File: src/rtl/fifo_pkg.sv
// Shared async-FIFO definitions: default geometry, depth derivation and Gray encoding.
// Pure declarations, no logic; imported by both pointer handlers.
package fifo_pkg;

   localparam int ADDRESS_SIZE_DEFAULT       = 5;
   localparam int ALMOST_FULL_MARGIN_DEFAULT = 4;

   function automatic int depth_of(input int address_size);
      return 1 << address_size;
   endfunction

   function automatic logic [31:0] bin_to_gray(input logic [31:0] bin);
      return bin ^ (bin >> 1);
   endfunction

endpackage

File: src/rtl/gray_to_binary.sv
// Combinational Gray-to-binary converter for a DATA_WIDTH+1 bit pointer (address plus lap bit).
// Zero latency; no flow control.
module gray_to_binary #(
   parameter int DATA_WIDTH = 5
) (
   input  logic [DATA_WIDTH:0] gray,
   output logic [DATA_WIDTH:0] binary
);

   // Each binary bit is the XOR of all Gray bits at or above its position.
   for (genvar i = 0; i <= DATA_WIDTH; i++) begin : g_bit
      assign binary[i] = ^gray[DATA_WIDTH:i];
   end

endmodule

File: src/rtl/write_handler.sv
// Write-domain pointer/flag logic of the async FIFO: binary RAM address, Gray pointer, full/almost-full/level/overflow.
// Flags register one cycle after the causing edge; writes while full are dropped and latch a sticky overflow.
module write_handler
   import fifo_pkg::*;
#(
   parameter int ADDRESS_SIZE       = ADDRESS_SIZE_DEFAULT,
   parameter int ALMOST_FULL_MARGIN = ALMOST_FULL_MARGIN_DEFAULT
) (
   input  logic                    write_clock,
   input  logic                    reset,
   input  logic                    write_enable,
   input  logic                    clear_overflow,
   input  logic [ADDRESS_SIZE:0]   synch_rgpointer,
   output logic [ADDRESS_SIZE-1:0] write_address,
   output logic                    mem_write_enable,
   output logic [ADDRESS_SIZE:0]   write_pointer,
   output logic                    write_full,
   output logic                    write_almost_full,
   output logic [ADDRESS_SIZE:0]   write_level,
   output logic                    write_overflow
);

   localparam int PW    = ADDRESS_SIZE + 1;
   localparam int DEPTH = depth_of(ADDRESS_SIZE);

   localparam logic [PW-1:0] FULL_LEVEL   = PW'(DEPTH);
   localparam logic [PW-1:0] AFULL_LEVEL  = PW'(DEPTH - ALMOST_FULL_MARGIN);

   logic [PW-1:0] wbin_q,  wbin_d;
   logic [PW-1:0] wgray_q, wgray_d;
   logic [PW-1:0] level_q, level_d;
   logic          full_q,  full_d;
   logic          afull_q, afull_d;
   logic          ovf_q,   ovf_d;

   logic [PW-1:0] rbin;

   gray_to_binary #(
      .DATA_WIDTH (ADDRESS_SIZE)
   ) u_rptr_g2b (
      .gray   (synch_rgpointer),
      .binary (rbin)
   );

   // Blocking on the registered full flag is what keeps a write from ever slipping in while full.
   assign mem_write_enable = write_enable && !full_q;

   always_comb begin
      wbin_d  = wbin_q + {{ADDRESS_SIZE{1'b0}}, mem_write_enable};
      wgray_d = (wbin_d >> 1) ^ wbin_d;
      level_d = wbin_d - rbin;
      full_d  = (level_d == FULL_LEVEL);
      afull_d = (level_d >= AFULL_LEVEL);
      ovf_d   = ovf_q;
      if (write_enable && full_q) begin
         ovf_d = 1'b1;
      end else if (clear_overflow) begin
         ovf_d = 1'b0;
      end
   end

   always_ff @(posedge write_clock or posedge reset) begin
      if (reset) begin
         wbin_q  <= '0;
         wgray_q <= '0;
         level_q <= '0;
         full_q  <= 1'b0;
         afull_q <= 1'b0;
         ovf_q   <= 1'b0;
      end else begin
         wbin_q  <= wbin_d;
         wgray_q <= wgray_d;
         level_q <= level_d;
         full_q  <= full_d;
         afull_q <= afull_d;
         ovf_q   <= ovf_d;
      end
   end

   assign write_address     = wbin_q[ADDRESS_SIZE-1:0];
   assign write_pointer     = wgray_q;
   assign write_level       = level_q;
   assign write_full        = full_q;
   assign write_almost_full = afull_q;
   assign write_overflow    = ovf_q;

endmodule

File: config.mk
export PLATFORM = sky130hd
export DESIGN_NAME = write_handler
export DESIGN_NICKNAME = d
export VERILOG_FILES = /design/src/rtl/fifo_pkg.sv /design/src/rtl/gray_to_binary.sv /design/src/rtl/write_handler.sv
export SDC_FILE = /design/constraint.sdc
export NUM_CORES = 1
export LEC_CHECK = 0
export BUFFER_PORTS_ARGS = -buffer_cell sky130_fd_sc_hd__buf_4
export CAP_MARGIN = 20
export CORE_MARGIN = 3
export CORE_UTILIZATION = 25
export CTS_CLUSTER_DIAMETER = 200
export DETAILED_ROUTE_END_ITERATION = 10
export GPL_TIMING_DRIVEN = 0
export MAX_ROUTING_LAYER = met4
export PLACE_DENSITY = 0.46
export SLEW_MARGIN = 20
export SYNTH_ARGS = -nofsm -noshare
export SYNTH_HDL_FRONTEND = slang
export SYNTH_SLANG_ARGS = --single-unit
File: constraint.sdc
create_clock -name write_clock -period 3.95 [get_ports write_clock]
set_input_delay 0.395 -clock write_clock [delete_from_list [all_inputs] [get_ports write_clock]]
set_output_delay 0.395 -clock write_clock [all_outputs]
set_load 0.005 [all_outputs]
# --- Word level (Yosys, flattened, before mapping) ---
# Index checks and enable logic that the tools add are counted.
op_classes:
  n_addsub: 2
  n_mul: 0
  n_div: 0
  n_lt_le_gt_ge: 1
  eq_ne: 1
  n_shift: 0
  muxes: 2
  bitwise_logic: 1
  n_reduce_logical: 9
op_table:
  columns: ["op", "count"]
  rows:
  - ["6-bit by 1-bit adder with 6-bit output", 1]
  - ["6-bit equality test (second input constant)", 1]
  - ["6-bit by 5-bit greater-or-equal comparator with 1-bit output (second input constant)", 1]
  - ["6-bit parity", 1]
  - ["6-bit subtractor", 1]
  - ["5-bit by 6-bit XOR with 6-bit output", 1]
  - ["5-bit parity", 1]
  - ["4-bit parity", 1]
  - ["3-bit parity", 1]
  - ["1-bit logical AND", 2]
  - ["1-bit 2-to-1 mux", 2]
  - ["2-bit nonzero test", 1]
  - ["2-bit parity", 1]
  - ["1-bit logical NOT", 1]
totals:
  ff_bits: 21
  latch_bits: 0
  mem_bits_rw: 0
  rom_bits: 0
  input_bits: 10
  output_inout_bits: 21
  word_cells: 22
  n_memories: 0

# --- Logic depth before layout (Yosys ltp) ---
# Gate-level depths: netlist of the first run.
depth:
  depth_word: 5
  depth_mapped: 11
  depth_no_buf: 11

# --- Modules after synthesis ---
# From an unflattened synthesis of the first run, not the netlist that was laid out.
unflattened:
  cells_unflattened: 82
  hier_area_um2: 1021.0
modules_own_cells:
  columns: ["mod", "instances", "cells_per_inst", "area_per_inst_um2", "seq_area_each_um2"]
  rows:
  - ["write_handler", 1, 75, 912.1, 500.5]
  - ["gray_to_binary", 1, 7, 108.9, 0.0]

# --- Worst setup path before layout of the first run ---
# OpenSTA, ideal clock, no wires.
synth_timing:
  kind: "input -> register"
  from: "input write_enable"
  to: "register full_q (netlist: write_full)"
  setup_time_ns: 0.111
  t_arrival_ns: 2.967
  required_time_ns: 3.839
  slack_ns: 0.871
  path_stages: 10
  path_buffers: 0
  cell_sequence: "nor2b_1 ha_1 ha_1 xor2_1 ha_1 a21oi_1 o21ai_0 maj3_2 a211o_1 a2111oi_2"
synth_between:
  elab_chain_cells: 4
synth_rtl:
  columns: ["item", "line", "source"]
  rows:
  - ["from (decl)", "write_handler.sv:11", "input logic write_enable,"]
  - ["1-bit logical AND", "write_handler.sv:46", "assign mem_write_enable = write_enable && !full_q;"]
  - ["6-bit by 1-bit adder with 6-bit output", "write_handler.sv:49", "wbin_d = wbin_q + {{ADDRESS_SIZE{1'b0}}, mem_write_enable};"]
  - ["net wbin_d[2]", "write_handler.sv:29", "logic [PW-1:0] wbin_q, wbin_d;"]
  - ["6-bit subtractor", "write_handler.sv:51", "level_d = wbin_d - rbin;"]
  - ["6-bit equality test", "write_handler.sv:52", "full_d = (level_d == FULL_LEVEL);"]
  - ["net full_d", "write_handler.sv:32", "logic full_q, full_d;"]
  - ["to (signal assigned)", "write_handler.sv:74", "full_q <= full_d;"]
  - ["to (decl)", "write_handler.sv:32", null]
# The timed path passes the listed nets, and every way through them passes these cells.
# A chain may end at the register's enable or synchronous reset.

# --- Final worst setup path of the first run ---
layout_timing:
  from: "register full_q (netlist: write_full)"
  to: "register full_q (netlist: write_full)"
layout_between:
  elab_chain_cells: 5
layout_rtl:
  columns: ["item", "line"]
  rows:
  - ["1-bit logical NOT", "write_handler.sv:46"]
  - ["1-bit logical AND", "write_handler.sv:46"]
  - ["6-bit by 1-bit adder with 6-bit output", "write_handler.sv:49"]
  - ["net wbin_d[2]", "write_handler.sv:29"]
  - ["6-bit subtractor", "write_handler.sv:51"]
  - ["6-bit equality test", "write_handler.sv:52"]
  - ["net full_d", "write_handler.sv:32"]
# The timed path passes the listed nets, and every way through them passes these cells.

==> metrics.cfg, run 1 <==
[route]
num_vias=749
drc=0
drt_pass1_iterations=4
wl_per_cell_um=12.2
first_iter_violations=24
ant_nets=0
vias_per_cell=4.26
routed_wl_um=2150

[flow_run]
maxCapViolCount=0

[clock_tree]
ctsHtreeMaxLevel=1
cts_setup_buffers=0
cts.sinks=20
post_cts_resized=0
cts_tree=yes
clkSlewWorstSetupHoldPaths_ns=0.08
clk_latency_ns=0.26
cts_buffer_depth=2
cts_root_buf=clkbuf_8
cts_made_buffers=3
hold_buffers=0

[yosys]
ys_warn_count=0
synth.most_common_cell=dfrtp_1
ys_seq_area_share_pct=46.1
synthArstFlopShare_pct=100
synth_common_cells=dfrtp_1, xnor2_1, inv_1
avgSynthCellArea_um2=11.8
synth_area_um2=1080
yosys.cell_types.count=32
synth_top_cell_by_area=dfrtp_1
synth.area.top_cells=dfrtp_1, xnor2_1, ha_1, xor2_1, inv_1
syn_nets=109
syn_inst=92
synth_ff_type=dfrtp_1
ys_ff_latch=20
synth_edf_count=0
netlist.area_leader.share_pct=46.1

[die]
fp.dieH_um=71.9
io_pins=31
core_area_um2=4090
initial_core_util_pct=26.5
die-area_um2=5170
die_w_um=71.9
rows=23

[place]
io_buffers=30
gp_congestion=0.711
hpwlAfterDp_um=1780
dp.cells=172

[timing]
post-route-period-util_pct=87.2
clock_skew_ns=0.00470
final_max_slew_viol_count=0
grt_setup_unrepaired=false
max_freq_mhz=290
worst_slew_pin_slew_ns=0.748
tns_ns=0
max-slew-margin-rel_pct=50.1
hold_viol=0
period_minus_slack_ns=3.45
setup_violations=0

[final_layout]
area_growth_syn_to_layout_pct=33.1
regArea_um2=500
drive_gt1_share_pct=33.3
fin_cells=176
multiInputGateArea_um2=547
diodes=0
finish.net_count=144
fill_cells=426

[hold_path]
holdCritPathClass=input port to asynchronous set/reset pin

[global_route]
grt_pass1_wl_um=3640
grt_overflow=0
grt_use_total_pct=9.47
grt_max_degree=21
grt_pass1_vias=759
antenna_found_initial=0

[setup_path]
crit_path_start=write_full$_DFF_PP0_
crit_top_cell=ha_1
crit-reg2reg-launch=write_full$_DFF_PP0_
critPathCapture=write_full$_DFF_PP0_
slowest_delay_ns=0.46
required_ns=4.10
path_cells=nor2b_1, ha_1, ha_1, xor2_1, ha_1, a21oi_1, o21ai_0, maj3_2, a211o_1, a2111oi_2
cp_slowest_cell=xor2_1
cp_max_fo=4
r2r_slack_ns=0.50
r2r_cells=10
cpLargestDelayFamily=adder cells
critPathLaunchType=flop
crit_cells=10
crit_buf_inv=0
crit_arrival_ns=3.60
end_kind=flop
crit_type=flop to flop
r2r_end=write_full$_DFF_PP0_

[power]
cellPowerDensity_nw_per_um2=991
peakVddDrop_mv=0.343
total_power_mw=1.43
leakagePower_nw=0.696

[run_status]
status=finished, final reports clean

[placed cells by master (no fill, tap or decap), types with 2 or more instances in the layout]
cell / count
clkbuf_8: 3
buf_4: 30
dfrtp_1: 20
o21a_1: 3
xnor2_1: 12
nor2b_1: 2
a21oi_1: 2
nand3_1: 3
o21ai_0: 2
nor3_1: 3
nor2_1: 4
xor2_1: 5
ha_1: 6
nand2_1: 3
inv_1: 8
[cells by family (layout without fill, tap and decap cells)]
kind of cell | count (synthesis) | after routing | share of synthesized area (%)
buf+inv | 10 | 44 | 3.46
compound gates | 13 | 13 | 9.00
flops | 20 | 20 | 46.1
xor+xnor | 21 | 21 | 21.9
simple gates | 20 | 20 | 9.69
fa+ha+maj | 8 | 8 | 9.80
[worst register-to-register path: stages, from the launching register on]
cell       delay (ns)
dfrtp_1          0.41
nor2b_1          0.17
ha_1             0.23
ha_1             0.20
xor2_1           0.46
ha_1             0.37
a21oi_1          0.19
o21ai_0          0.24
maj3_2           0.38
a211o_1          0.34
a2111oi_2        0.36
[stage by stage]
step / cell area (µm²) / worst slack [ns] / hold slack (ns) / util (%)
finish: 1440 / 0.504 / 0.267 / 35.3
global route: 1440 / 0.250 / 0.307 / 35.3
CTS: 1440 / 0.460 / 0.306 / 35.3
detailed placement: 1370 / 0.383 / 0.524 / 33.6
global placement: 1370 / 0.384 / 0.516 / 33.6
floorplan: 1080 / 0.871 / 0.359 / -
[power breakdown]
part / switching [mW] / internal (mW) / leakage, nW / total, mW
logic: 0.417 / 0.431 / 0.420 / 0.848
registers: 0.0606 / 0.319 / 0.240 / 0.380
clock network: 0.0674 / 0.135 / 0.0357 / 0.203
[sequential cells by signal (all words and copies together), names as in the netlist]
name               count
write_level            6
write_almost_full      1
wbin_q                 6
write_full             1
write_pointer          5
write_overflow         1
[final cells by class]
| class | instances | area share [%] |
|---|---|---|
| Timing Repair Buffer | 30 | 15.6 |
| Inverter | 9 | 2.34 |
| Clock buffer | 3 | 2.86 |
| Clock inverter | 1 | 2.08 |
| Tap cell | 50 | 4.33 |
| Sequential cell | 20 | 34.7 |
| Multi-Input combinational cell | 62 | 37.9 |
| Buffer | 1 | 0.260 |
[per-layer routing]
metal	wire [µm]	up-vias	share of wire (%)	track usage, %
li1	-	375	-	-
met1	965	352	45	10.9
met2	1030	18	48	15.1
met3	104	4	4.8	2.10
met4	53	0	2.5	5.64
met5	0	-	0	-
[worst min path at each step]
stage                          startpoint                    endpoint  slack (ns)  cells after the start
3_5_place_dp   write_overflow$_DFFE_PP0P_  write_overflow$_DFFE_PP0P_        0.52                      2
4_1_cts                             reset  write_overflow$_DFFE_PP0P_        0.31                      2
3_3_place_gp   write_overflow$_DFFE_PP0P_  write_overflow$_DFFE_PP0P_        0.52                      2
5_1_grt                    clear_overflow  write_overflow$_DFFE_PP0P_        0.31                      2
2_1_floorplan                       reset         wbin_q[0]$_DFF_PP0_        0.36                      1
6_report                            reset  write_overflow$_DFFE_PP0P_        0.27                      2
Note: power is estimated with default switching activity, not from simulation.
==> run 2, diff against run 1 <==
Settings changed: PLACE_DENSITY 0.46 to 0.47, SYNTH_HIERARCHICAL from default to 1.
==> metrics.cfg, run 2 <==
[setup_path]
critPathLaunchType=flop
crit_arrival_ns=3.12
end_kind=flop
crit_type=flop to flop
cp_max_fo=4
required_ns=4.12

[final_layout]
multiInputGateArea_um2=468
diodes=0
finish.net_count=135
final_cell_mix=buf_4, dfrtp_1, inv_1
utilization_pct=35.8
area_growth_syn_to_layout_pct=33.3
final_common_cell=buf_4
drive_gt1_share_pct=34.5
fill_cells=390
fin_area_um2=1360
regArea_um2=500

[route]
num_vias=675
drt_pass1_iterations=2
routed_wl_um=1800
vias_per_cell=4.12
wl_per_cell_um=11.0
first_iter_violations=21
drc=0
ant_nets=0

[global_route]
grt_pass1_vias=742
grt_pass1_wl_um=3190
grt_max_degree=21
antenna_found_initial=0
grt_overflow=0
grt_use_total_pct=8.42

[die]
die-area_um2=4890
die_w_um=69.9
rows=22
io_pins=31
initial_core_util_pct=26.9
core_area_um2=3800
fp.dieH_um=69.9

[yosys]
synth_ff_type=dfrtp_1
syn_inst=82
synth.most_common_cell=dfrtp_1
avgSynthCellArea_um2=12.5
ys_warn_count=6
synth_area_um2=1020
syn_nets=100
ys_ff_latch=20
synth_top_cell_by_area=dfrtp_1
synth.area.top_cells=dfrtp_1, ha_1, xor2_1, inv_1, xnor3_1
ys_seq_area_share_pct=49.0
synth_common_cells=dfrtp_1, inv_1, xor2_1
yosys.cell_types.count=22
netlist.area_leader.share_pct=49.0
synthArstFlopShare_pct=100
synth_edf_count=0

[timing]
worst_slew_pin_slew_ns=0.736
tns_ns=0
period_minus_slack_ns=2.95
clock_skew_ns=0.00177
max-slew-margin-rel_pct=50.9
max_freq_mhz=338
grt_setup_unrepaired=false
whs_ns=0.275
final_max_slew_viol_count=0
hold_viol=0
post-route-period-util_pct=74.8
setup_violations=0

[power]
total_power_mw=1.18
peakVddDrop_mv=0.224
cellPowerDensity_nw_per_um2=868
leakagePower_nw=0.700

[clock_tree]
cts_buffer_depth=2
post_cts_resized=0
clkSlewWorstSetupHoldPaths_ns=0.07
cts_root_buf=clkbuf_8
cts_setup_buffers=0
cts.sinks=20
cts_made_buffers=3
ctsHtreeMaxLevel=1
hold_buffers=0
cts_tree=yes
clk_latency_ns=0.25

[place]
gp_congestion=0.691
postPlaceCellArea_um2=1310
hpwlAfterDp_um=1540
io_buffers=30

[hold_path]
holdCritPathClass=input port to asynchronous set/reset pin

[flow_run]
maxCapViolCount=0

[run_status]
status=finished, final reports clean

run 2: cell types whose count changed in the layout (fill, tap and decap cells not counted), moves of 3 or more:
cell     before  now
inv_1         8   12
xor2_1        5   10
xnor2_1      12    4
nor3_1        3    0
run 2: kinds of logic (layout without fill, tap and decap cells):
group           Yosys count  count (layout)  synth area share [%]
flops                    20              20                  49.0
xor+xnor                 18              18                  21.6
simple gates             13              13                  6.62
buf+inv                  13              47                  5.15
compound gates           10              10                  7.11
fa+ha+maj                 8               8                  10.5
run 2: critical path: stages (launching register included):
cell      delay [ns]
dfrtp_1         0.40
nor2b_1         0.17
ha_1            0.20
ha_1            0.19
xor2_1          0.39
ha_1            0.36
a21o_1          0.21
a21oi_2         0.14
xnor2_1         0.12
or4_4           0.49
a211oi_2        0.20
run 2: final cells by class:
class                   count  share of cell area (%)
plain buffers               1                   0.551
clock buffers               4                    4.04
inverters                  12                    3.31
multi-input cells          49                    34.4
flip-flops and latches     20                    36.8
well taps                  48                    4.41
repair buffers             30                    16.5
run 2: layer usage:
layer	vias to the layer above	global-route usage (%)	share of wire [%]
met3	2	2.01	6.7
met2	22	14.6	49
met5	-	-	0
met1	317	9.08	43
li1	334	-	-
met4	0	3.83	1.2
run 2: metrics by stage:
step	setup WS, ns	cells
global placement	0.759	160
detailed placement	0.766	160
CTS	0.931	164
global route	0.753	164
floorplan	1.09	82
finish	0.995	164
run 2: power breakdown:
| group | internal, mW | switching, mW |
|---|---|---|
| logic | 0.345 | 0.324 |
| registers | 0.316 | 0.0484 |
| clock network | 0.0884 | 0.0601 |
run 2: final timing paths:
path                                       from                         end  slack (ns)  cells after the start
max in group asynchronous                 reset    write_level[0]$_DFF_PP0_        3.22                      2
min                                       reset  write_pointer[1]$_DFF_PP0_        0.27                      2
max reg2reg                write_full$_DFF_PP0_        write_full$_DFF_PP0_         1.0                     10
min in group write_clock         clear_overflow  write_overflow$_DFFE_PP0P_        0.34                      2
min reg2reg                 wbin_q[5]$_DFF_PP0_         wbin_q[5]$_DFF_PP0_        0.53                      1
max                        write_full$_DFF_PP0_        write_full$_DFF_PP0_         1.0                     10
==> run 3, diff against run 2 <==
Settings changed: PLACE_DENSITY 0.47 to 0.48.
Clock period 3.95 ns to 2.5 ns, I/O delays scaled along.
==> metrics.cfg, run 3 (synthesized netlist as in run 2, its figures left out) <==
[run_status]
status=finished, violations left
violations=negative setup slack

[route]
routed_wl_um=1870
ant_nets=0
wl_per_cell_um=11.1
drt_pass1_iterations=3
drc=0
num_vias=698
vias_per_cell=4.13
first_iter_violations=23

[timing]
tns_ns=-0.0400
final.setup.worst_slack_ns=-0.0400
setup_violations=1
final_max_slew_viol_count=0
post-route-period-util_pct=102
worst_slew_pin_slew_ns=0.718
clock_skew_ns=0.00441
period_minus_slack_ns=2.54
max_freq_mhz=394
max-slew-margin-rel_pct=52.1
hold_viol=0
grt_setup_unrepaired=true

[place]
hpwlAfterDp_um=1560
dp.cells=160
gp_congestion=0.727
dp_slack_ns=-0.379
io_buffers=30

[global_route]
grt_pass1_wl_um=3350
grt_overflow=0
grt_pass1_vias=723
grt_max_degree=21
grt_use_total_pct=8.96
antenna_found_initial=0

[setup_path]
critPathLaunchType=input port
cp_max_fo=4
slowest_delay_ns=0.49
crit-reg2reg-launch=write_full$_DFF_PP0_
path_cells=buf_4, xor3_2, xnor3_1, ha_4, inv_2, fa_2, a21o_1, a21oi_2, xnor2_2, or4_4, a211oi_2
crit_path_start=synch_rgpointer[4]
crit_arrival_ns=2.70
crit_type=input port to flop
end_kind=flop
required_ns=2.66
cp_slowest_cell=or4_4

[final_layout]
fin_cells=169
utilization_pct=40.0
final_common_cell=buf_4
diodes=0
finish.net_count=140
area_growth_syn_to_layout_pct=48.8
drive_gt1_share_pct=49.6
fill_cells=374
final_cell_mix=buf_4, dfrtp_1, inv_1

[clock_tree]
clk_latency_ns=0.25
cts_made_buffers=3
ctsHtreeMaxLevel=1
cts_root_buf=clkbuf_8
clkSlewWorstSetupHoldPaths_ns=0.07
cts_tree=yes
hold_buffers=0
cts.sinks=20
cts_buffer_depth=2

[die]
core_area_um2=3800
initial_core_util_pct=26.9
fp.dieH_um=69.9
rows=22
die_w_um=69.9
io_pins=31
die-area_um2=4890

[power]
leakagePower_nw=0.737
cellPowerDensity_nw_per_um2=1420
peakVddDrop_mv=0.382

[hold_path]
holdCritPathClass=input port to asynchronous set/reset pin

[flow_run]
maxCapViolCount=0

==> run 3: worst max-delay path, delay by kind of cell <==
family | cells | cell delay, ns
xor gates and xnor gates | 3 | 0.81
AOI/OAI and AO/OA | 3 | 0.51
adders and majority gates | 2 | 0.50
and+or+nand+nor | 1 | 0.49
buffers and inverters | 2 | 0.15
==> run 3: per-stage QoR <==
step | hold WS [ns] | power, mW | area [µm²]
detailed placement | 0.424 | 1.72 | 1330
global route | 0.187 | 2.38 | 1520
global placement | 0.422 | 1.72 | 1330
finish | 0.119 | 2.16 | 1520
floorplan | 0.214 | 1.30 | 1050
CTS | 0.151 | 2.13 | 1490
==> run 3: per-layer routing <==
layer | up-vias | global-route usage, % | share of wire, %
li1 | 343 | - | -
met3 | 2 | 1.73 | 5.8
met4 | 0 | 5.74 | 2.2
met1 | 334 | 10.0 | 39
met2 | 19 | 14.6 | 53
met5 | - | - | 0
==> run 3: timing repair <==
item | 4_1_cts | 5_1_grt
buffers inserted | 4 | 1
endpoints found under the setup margin | 1 | 3
pin swaps | 3 | 2
cloned | 0 | 0
gates resized for setup | 10 | 6
==> run 3: final cells by class <==
class / count / area, µm² / share of cell area (%)
clock buffer: 4 / 55.1 / 3.62
multi-input combinational: 49 / 586 / 38.6
buffer: 1 / 7.51 / 0.494
inverter: 12 / 47.5 / 3.13
tap: 48 / 60.1 / 3.95
sequential: 20 / 500 / 32.9
timing repair buffer: 35 / 263 / 17.3
==> run 3: worst paths after layout <==
kind	slack, ns	endpoint	depth (start not counted)
max	-0.04	write_full$_DFF_PP0_	11
min	0.12	wbin_q[3]$_DFF_PP0_	2
max reg2reg	-0.04	write_full$_DFF_PP0_	11
min reg2reg	0.53	wbin_q[5]$_DFF_PP0_	1
max in group asynchronous	1.93	write_full$_DFF_PP0_	2
min in group write_clock	0.20	write_overflow$_DFFE_PP0P_	2
==> run 3: power breakdown <==
group | internal, mW | switching (mW) | total [mW]
Sequential | 0.499 | 0.106 | 0.605
Combinational | 0.733 | 0.589 | 1.32
Clock | 0.140 | 0.0958 | 0.236
Total | 1.37 | 0.790 | 2.16
